**src/rtl/multicycle_control.sv**
```systemverilog
// Multi-cycle control FSM for the 32-bit CPU: sequences IF/DEC/EX/MEM/WB and drives
// datapath selects/enables, data-memory handshake with timeout, and sticky error flags.
module multicycle_control #(
   parameter int TIMEOUT         = 16,
   parameter int CNT_W           = 5,
   parameter bit HALT_ON_ILLEGAL = 1'b1
) (
   input  logic        clk,
   input  logic        reset,
   input  logic [31:0] instr,
   input  logic        alu_zero,
   input  logic        mem_ack,
   output logic        ir_lden,
   output logic        pc_sel,
   output logic        pc_lden,
   output logic        rf_wren,
   output logic        rf_wrdata_sel,
   output logic        rf_b_sel,
   output logic        alu_bin_sel,
   output logic [3:0]  alu_func,
   output logic        mem_req,
   output logic        mem_wren,
   output logic        mem_byte,
   output logic [2:0]  state,
   output logic        illegal_op,
   output logic        timeout_err
);

   typedef enum logic [2:0] {
      S_IF   = 3'd0,
      S_DEC  = 3'd1,
      S_EX   = 3'd2,
      S_MEM  = 3'd3,
      S_WB   = 3'd4,
      S_HALT = 3'd5
   } state_t;

   localparam logic [5:0] OP_RTYPE = 6'b100000;
   localparam logic [5:0] OP_BEQ   = 6'b000000;
   localparam logic [5:0] OP_BNE   = 6'b000001;
   localparam logic [5:0] OP_JMP   = 6'b111111;
   localparam logic [5:0] OP_LB    = 6'b000011;
   localparam logic [5:0] OP_SB    = 6'b000111;
   localparam logic [5:0] OP_LW    = 6'b001111;
   localparam logic [5:0] OP_SW    = 6'b011111;
   localparam logic [CNT_W-1:0] TIMEOUT_C = CNT_W'(TIMEOUT);

   state_t           state_q, state_d;
   logic [CNT_W-1:0] cnt_q, cnt_d;
   logic [5:0]       op_q, op_d;
   logic [3:0]       func_q, func_d;
   logic             nop_q, nop_d;
   logic             ill_q, ill_d;
   logic             to_q, to_d;

   logic is_rtype_s, is_beq_s, is_bne_s, is_jmp_s, is_load_s, is_store_s;

   function automatic logic legal_op(input logic [5:0] op);
      case (op)
         6'b100000, 6'b110000, 6'b111000, 6'b111001, 6'b110010, 6'b110011,
         6'b000000, 6'b000001, 6'b111111,
         6'b000011, 6'b000111, 6'b001111, 6'b011111: legal_op = 1'b1;
         default:                                    legal_op = 1'b0;
      endcase
   endfunction

   function automatic logic [3:0] ex_alu(input logic [5:0] op, input logic [3:0] func);
      case (op)
         6'b100000:                     ex_alu = func;
         6'b111000, 6'b111001:          ex_alu = 4'b1111;
         6'b110010:                     ex_alu = 4'b0010;
         6'b110011:                     ex_alu = 4'b0011;
         6'b000000, 6'b000001:          ex_alu = 4'b0001;
         6'b111111:                     ex_alu = 4'b0111;
         default:                       ex_alu = 4'b0000;
      endcase
   endfunction

   assign is_rtype_s = (op_q == OP_RTYPE);
   assign is_beq_s   = (op_q == OP_BEQ);
   assign is_bne_s   = (op_q == OP_BNE);
   assign is_jmp_s   = (op_q == OP_JMP);
   assign is_load_s  = (op_q == OP_LB) || (op_q == OP_LW);
   assign is_store_s = (op_q == OP_SB) || (op_q == OP_SW);

   // State, capture and sticky-flag registers
   always_ff @(posedge clk) begin
      if (reset) begin
         state_q <= S_IF;
         cnt_q   <= '0;
         op_q    <= 6'd0;
         func_q  <= 4'd0;
         nop_q   <= 1'b0;
         ill_q   <= 1'b0;
         to_q    <= 1'b0;
      end else begin
         state_q <= state_d;
         cnt_q   <= cnt_d;
         op_q    <= op_d;
         func_q  <= func_d;
         nop_q   <= nop_d;
         ill_q   <= ill_d;
         to_q    <= to_d;
      end
   end

   // Next-state and output decode from the registered state and captured opcode
   always_comb begin
      state_d       = state_q;
      cnt_d         = cnt_q;
      op_d          = op_q;
      func_d        = func_q;
      nop_d         = nop_q;
      ill_d         = ill_q;
      to_d          = to_q;
      ir_lden       = 1'b0;
      pc_sel        = 1'b0;
      pc_lden       = 1'b0;
      rf_wren       = 1'b0;
      rf_wrdata_sel = 1'b0;
      rf_b_sel      = 1'b0;
      alu_bin_sel   = 1'b0;
      alu_func      = 4'b0000;
      mem_req       = 1'b0;
      mem_wren      = 1'b0;
      mem_byte      = 1'b0;
      case (state_q)
         S_IF: begin
            ir_lden = 1'b1;
            op_d    = instr[31:26];
            func_d  = instr[3:0];
            nop_d   = (instr == 32'd0);
            state_d = S_DEC;
         end
         S_DEC: begin
            if (nop_q) begin
               pc_lden = 1'b1;
               state_d = S_IF;
            end else if (!legal_op(op_q)) begin
               ill_d = 1'b1;
               if (HALT_ON_ILLEGAL) begin
                  state_d = S_HALT;
               end else begin
                  pc_lden = 1'b1;
                  state_d = S_IF;
               end
            end else begin
               state_d = S_EX;
            end
         end
         S_EX: begin
            alu_func    = ex_alu(op_q, func_q);
            alu_bin_sel = ~(is_rtype_s | is_beq_s | is_bne_s);
            rf_b_sel    = ~is_rtype_s;
            if (is_jmp_s || is_beq_s || is_bne_s) begin
               pc_lden = 1'b1;
               pc_sel  = is_jmp_s | (is_beq_s & alu_zero) | (is_bne_s & ~alu_zero);
               state_d = S_IF;
            end else if (is_load_s || is_store_s) begin
               cnt_d   = '0;
               state_d = S_MEM;
            end else begin
               state_d = S_WB;
            end
         end
         S_MEM: begin
            mem_req     = 1'b1;
            mem_wren    = is_store_s;
            mem_byte    = (op_q == OP_LB) || (op_q == OP_SB);
            alu_bin_sel = 1'b1;
            rf_b_sel    = 1'b1;
            // An ack on the final allowed cycle still completes the access
            if (mem_ack) begin
               if (is_store_s) begin
                  pc_lden = 1'b1;
                  state_d = S_IF;
               end else begin
                  state_d = S_WB;
               end
            end else begin
               cnt_d = cnt_q + 1'b1;
               if (cnt_d == TIMEOUT_C) begin
                  to_d    = 1'b1;
                  state_d = S_HALT;
               end else begin
                  state_d = S_MEM;
               end
            end
         end
         S_WB: begin
            alu_func      = ex_alu(op_q, func_q);
            alu_bin_sel   = ~(is_rtype_s | is_beq_s | is_bne_s);
            rf_b_sel      = ~is_rtype_s;
            rf_wren       = 1'b1;
            rf_wrdata_sel = is_load_s;
            pc_lden       = 1'b1;
            state_d       = S_IF;
         end
         S_HALT: begin
            state_d = S_HALT;
         end
         default: begin
            state_d = S_IF;
         end
      endcase
   end

   assign state       = state_q;
   assign illegal_op  = ill_q;
   assign timeout_err = to_q;

endmodule

```
**config.mk**
```make
export PLATFORM = sky130hd
export DESIGN_NAME = multicycle_control
export DESIGN_NICKNAME = d
export VERILOG_FILES = /design/src/rtl/multicycle_control.sv
export SDC_FILE = /design/constraint.sdc
export NUM_CORES = 1
export LEC_CHECK = 0
export CORE_AREA = 2 2 59 61
export DETAILED_ROUTE_END_ITERATION = 8
export DIE_AREA = 0 0 61 63
export PLACE_DENSITY = 0.91
export SLEW_MARGIN = 20
export SYNTH_ARGS = -nofsm -noshare
export SYNTH_HDL_FRONTEND = slang
export SYNTH_SLANG_ARGS = --single-unit
export TNS_END_PERCENT = 5
```
**constraint.sdc**
```tcl
create_clock -name clk -period 3 [get_ports clk]
set_input_delay 0.6 -clock clk [delete_from_list [all_inputs] [get_ports clk]]
set_output_delay 0.6 -clock clk [all_outputs]
set_load 0.1 [all_outputs]
```
# After elaboration in Yosys (flattened, before gate mapping)
# Memories as Yosys holds them, arrays and structs flattened. A register that Yosys moved wholly into a read port is not among the register bits.
# Cells that the tools add are included.
op_classes:
  bitwise_logic: 12
  reduce_logical: 16
  addsub: 1
  muxes: 33
  eq_ne: 20
op_table:
  columns: ["op", "n"]
  rows:
  - ["$eq A6 B6 Y1 const B", 6]
  - ["$logic_not A32 Y1", 1]
  - ["$pmux W4 S6", 1]
  - ["$mux W3", 7]
  - ["$mux W5", 3]
  - ["$pmux W3 S5", 1]
  - ["$mux W1", 14]
  - ["$mux W6", 2]
  - ["$pmux W5 S2", 1]
  - ["$eq A3 B2 Y1 const B", 2]
  - ["$eq A3 B3 Y1 const B", 2]
  - ["$eq A6 B1 Y1 const B", 1]
  - ["$eq A6 B2 Y1 const B", 1]
  - ["$eq A6 B3 Y1 const B", 1]
  - ["$eq A6 B4 Y1 const B", 1]
  - ["$eq A6 B5 Y1 const B", 1]
  - ["$logic_not A6 Y1", 1]
  - ["$logic_or A1 B1 Y1", 6]
  - ["$ne A2 B2 Y1 const B", 3]
  - ["$not A1 Y1", 6]
  - ["$reduce_and A3 Y1", 2]
  - ["$reduce_or A2 Y1", 3]
  - ["$add A5 B1 Y5 const B", 1]
  - ["$eq A5 B5 Y1 const B", 1]
  - ["9 further kinds", 14]
totals:
  regBits: 21
  rom_bits: 64
  output_inout_bits: 19
  in_bits: 36
  wordCells: 90
  memories: 1
mem_list:
  columns: ["memory", "depth", "width", "rd", "rd_clocked_by_memory_dff", "wr", "line_no", "text"]
  rows:
  - ["(no name shown)", 64, 1, 1, 1, 0, "59", "case (op)"]

# Logic depth before layout (Yosys ltp)
logic_depth:
  ltp_word: 6
  mapped_depth: 7
  ltp_nobuf: 5

# Worst setup path after synthesis
# Ideal clock, no wire load.
synth_path:
  path_kind: "register to output"
  from: "reg state_q[0], in the netlist state[0]"
  to: "out mem_byte"
  path_stages_with_launch: 5
  setup_slack_ps: -2020
  t_arrival_ps: 4420
  required_time_ps: 2400
  n_path_buf: 1
  path_cell_list: "dfxtp_1 -> buf_4 -> inv_2 -> or2_1 -> nor4_1"
synth_via:
  elab_chain_len: 2
synth_lines:
  columns: ["item", "line_no", "text"]
  rows:
  - ["from (decl)", "48", "state_t state_q, state_d;"]
  - ["from (signal assigned)", "97", "state_q <= state_d;"]
  - ["$eq A3 B2 Y1", "127", "case (state_q)"]
  - ["$mux W1", "127", null]
  - ["to (decl)", "23", "output logic mem_byte,"]
# No other way between the ends.

# Final worst setup path
layout_path:
  from: "reg op_q[3]"
  to: "out alu_func[0]"
layout_via:
  elab_chain_len: 4
  elab_cells_between_ends: 12
  classes_between: "7 x eq/ne; 2 x mux; 3 x reduce/logical"
layout_lines:
  columns: ["item", "line_no", "text"]
  rows:
  - ["from (decl)", "50", "logic [5:0] op_q, op_d;"]
  - ["from (signal assigned)", "99", "op_q <= op_d;"]
  - ["$eq A6 B1 Y1, or another cell as far along", "68", "case (op)"]
  - ["$reduce_or A2 Y1", "68", null]
  - ["$pmux W4 S6 (*)", "68", null]
  - ["$mux W4 (*)", null, null]
  - ["to (decl)", "20", "output logic [3:0] alu_func,"]
# Mark *: on every way between the ends. The rest lies on a longest branch, timed or not.

==> impl_metrics.py <==
metrics = {
    "synth": {
        "synth-seq-cells": 22,
        "syn-num-nets": 250,
        "synth_edf_count": 0,
        "ys_seq_area_frac": 0.2928,
        "synth_top_area_cell": "dfxtp_1",
        "syn_inst": 213,
        "synth_top_area_frac": 0.2928,
        "synth.distinct_cells": 47,
        "netlist_area_sq_um": 1504,
        "ys_async_sr_fraction": 0,
        "synth.avg_cell_area_sq_um": 7.061,
        "ys_top_cells_by_area": "dfxtp_1 29%, a21oi_1 8.3%, nand2_1 8.2%",
        "ys.flop_type": "dfxtp_1",
        "yosys_warnings": 0,
    },
    "floorplan": {
        "die_width_microns": 61,
        "die_y_microns": 63,
        "initial_core_util": 0.4654,
        "ioPinCount": 55,
        "num_rows": 21,
        "die_area_sq_um": 3843,
        "core_sq_um": 3232,
    },
    "global_route": {
        "met2_usage": 0.3374,
        "gr-total-overflow": 0,
        "grt_util_met3": 0.02692,
        "grt_pass1_vias": 1586,
        "met1_usage": 0.3181,
        "track_usage": 0.2234,
        "top_usage_layer": "met2",
        "grt_max_degree": 21,
        "grt_pass1_wl_mm": 6.865,
        "antenna_found_initial": 0,
    },
    "finish": {
        "final_common_cell": "clkdlybuf4s50_1",
        "n_antenna_cell": 0,
        "fillers": 274,
        "layout_common_cells": "35 x clkdlybuf4s50_1, 33 x nand2_1, 25 x nor2_1, 25 x a21oi_1, 19 x dfxtp_1",
        "layout.cells.non_filler": 305,
        "nets": 297,
        "postLayoutCoreUtil": 0.6702,
        "drive_gt1_frac": 0.1429,
        "syn_to_final_growth_pct": 44.01,
    },
    "power_and_ir_drop": {
        "vdd_ir_drop_max_mv": 0.6397,
        "leakage_nw": 0.7929,
        "power_density_nw_per_um2": 876.1,
    },
    "place": {
        "hpwl_mm": 3.114,
        "placedCellCount": 301,
        "place.gp.congestion": 0.8608,
        "io_buffers": 54,
    },
    "sta": {
        "rsz0062_at_grt": "false",
        "slew_headroom": 0.5250,
        "drv_slew": 0,
        "fin_worst_skew_ns": 0.003435,
        "hold_viol": 0,
        "tightest_slew_ns": 0.7103,
        "max_freq_mhz": 345.1,
        "setup_viol": 0,
        "finalCriticalPeriod_ns": 2.898,
        "finalCritPeriodShare": 0.9658,
    },
    "route": {
        "drtIter0Drc": 168,
        "viasPerCell": 5.757,
        "routed_wl_mm": 4.009,
        "dr.pass1.iters": 4,
        "wl_per_cell_microns": 13.14,
        "via_count": 1756,
        "ant_nets": 0,
        "drc": 0,
    },
    "clock_tree": {
        "path_clk_slew_ns": 0.12,
        "ctsRootBufferMaster": "clkbuf_4",
        "holdBufCountCts": 0,
        "clock_latency_ns": 0.32,
        "htreeDepth": 1,
        "cts_tree": "built",
        "cts-resized-gates": 0,
        "cts_buffers": 3,
        "cts_setup_buffers": 0,
        "clock_path_buffers": 2,
        "cts_sinks": 22,
    },
    "worst_hold_path": {
        "hold_depth": 2,
        "worstHoldStart": "func_q[2]",
        "hold_path.class": "reg -> reg",
        "whs_endpoint": "func_q[2]",
    },
    "setup_path": {
        "critPathArrivalTime_ns": 2.30,
        "max_stage_delay_ns": 0.50,
        "rrSetupSlack_ns": 1.04,
        "critical_path_class": "reg -> out",
        "required_ns": 2.40,
        "reg2regPathDepth": 6,
        "path_max_fanout": 16,
        "r2r_start": "state[1]",
        "cp_cell_sequence": "or3_4, nor3_2, a22oi_1, a21oi_1, buf_12",
        "end_kind": "output port",
        "crit_path_top_delay_cell": "dfxtp_1",
        "crit_path_start_kind": "flop",
    },
    "job": {
        "max_cap_viol_count": 0,
    },
    "outcome": {
        "status": "finished, final reports clean",
    },
}
==> cell usage after synthesis (3+ instances only) <==
library cell / n
nand3_1: 4
a41oi_1: 3
nor3b_1: 3
and3_1: 4
a31oi_1: 5
nand2_1: 33
buf_2: 4
a211oi_1: 4
or3_1: 4
dfxtp_1: 22
nand3b_1: 3
nor3_1: 4
o21ai_0: 9
nor2_1: 25
a21oi_1: 25
nand2b_1: 5
nor4_1: 10
clkbuf_1: 5
inv_1: 5
==> cell type report <==
cell class                      count  area (sq um)  share of cell area
Clock buffer                        3         22.52             0.01040
Sequential cell                    22         444.2              0.2051
Timing Repair Buffer               55         588.1              0.2715
Tap cell                           46         57.56             0.02657
Clock inverter                      1         30.03             0.01386
Inverter                            6         26.28             0.01213
Multi-Input combinational cell    172         997.2              0.4604
==> where the power goes <==
group | switching (mW) | total, mW | internal (mW) | leakage [nW]
clock network | 0.0951 | 0.230 | 0.135 | 0.0279
logic | 0.789 | 1.16 | 0.372 | 0.584
registers | 0.141 | 0.506 | 0.365 | 0.181
total | 1.03 | 1.90 | 0.872 | 0.793
==> cell families after synthesis <==
family / share of synthesized area
AO/OA/AOI/OAI: 0.2538
adder cells (fa/ha/maj): 0.008318
flip-flops: 0.2928
buffers and inverters: 0.06572
XOR/XNOR: 0.01165
AND/OR/NAND/NOR: 0.3677
==> stage by stage <==
| step | hold slack [ns] | area [sq um] | setup WS (ns) | setup TNS (ns) | power [mW] |
|---|---|---|---|---|---|
| floorplan | 0.4360 | 1544 | -0.4462 | -1.819 | 1.390 |
| global placement | 0.4459 | 2113 | 0.3792 | 0 | 1.645 |
| detailed placement | 0.4491 | 2113 | 0.3665 | 0 | 1.665 |
| CTS | 0.4665 | 2166 | 0.1384 | 0 | 1.894 |
| global route | 0.4781 | 2166 | 0.01252 | 0 | 2.007 |
| finish | 0.4687 | 2166 | 0.1025 | 0 | 1.897 |
==> worst max-delay path by stage <==
stage | from | end | cells after the start
floorplan | state[2] | pc_lden | 5
CTS | op_q[3] | alu_func[0] | 5
detailed placement | alu_zero | pc_sel | 6
global placement | alu_zero | pc_sel | 6
finish | op_q[3] | alu_func[0] | 5
global route | op_q[3] | alu_func[0] | 5
==> critical path: cells and delay by family (launching register included) <==
family / cells / cell delay (ns)
flops: 1 / 0.50
simple gates: 2 / 0.78
buf+inv: 1 / 0.22
compound gates: 2 / 0.48
==> state kept, by name (all words and copies together) (netlist names), named ones only <==
signal and flops:
func_q 4, state 3, timeout_err 1, cnt_q 5, op_q 6, illegal_op 1, nop_q 1
==> routing by layer <==
| layer | up-vias | wire [microns] |
|---|---|---|
| met2 | 91 | 1850 |
| met4 | 0 | 53 |
| met5 | - | 0 |
| met1 | 786 | 1790 |
| met3 | 5 | 315 |
| li1 | 874 | - |
(Power assumes the default switching activity.)
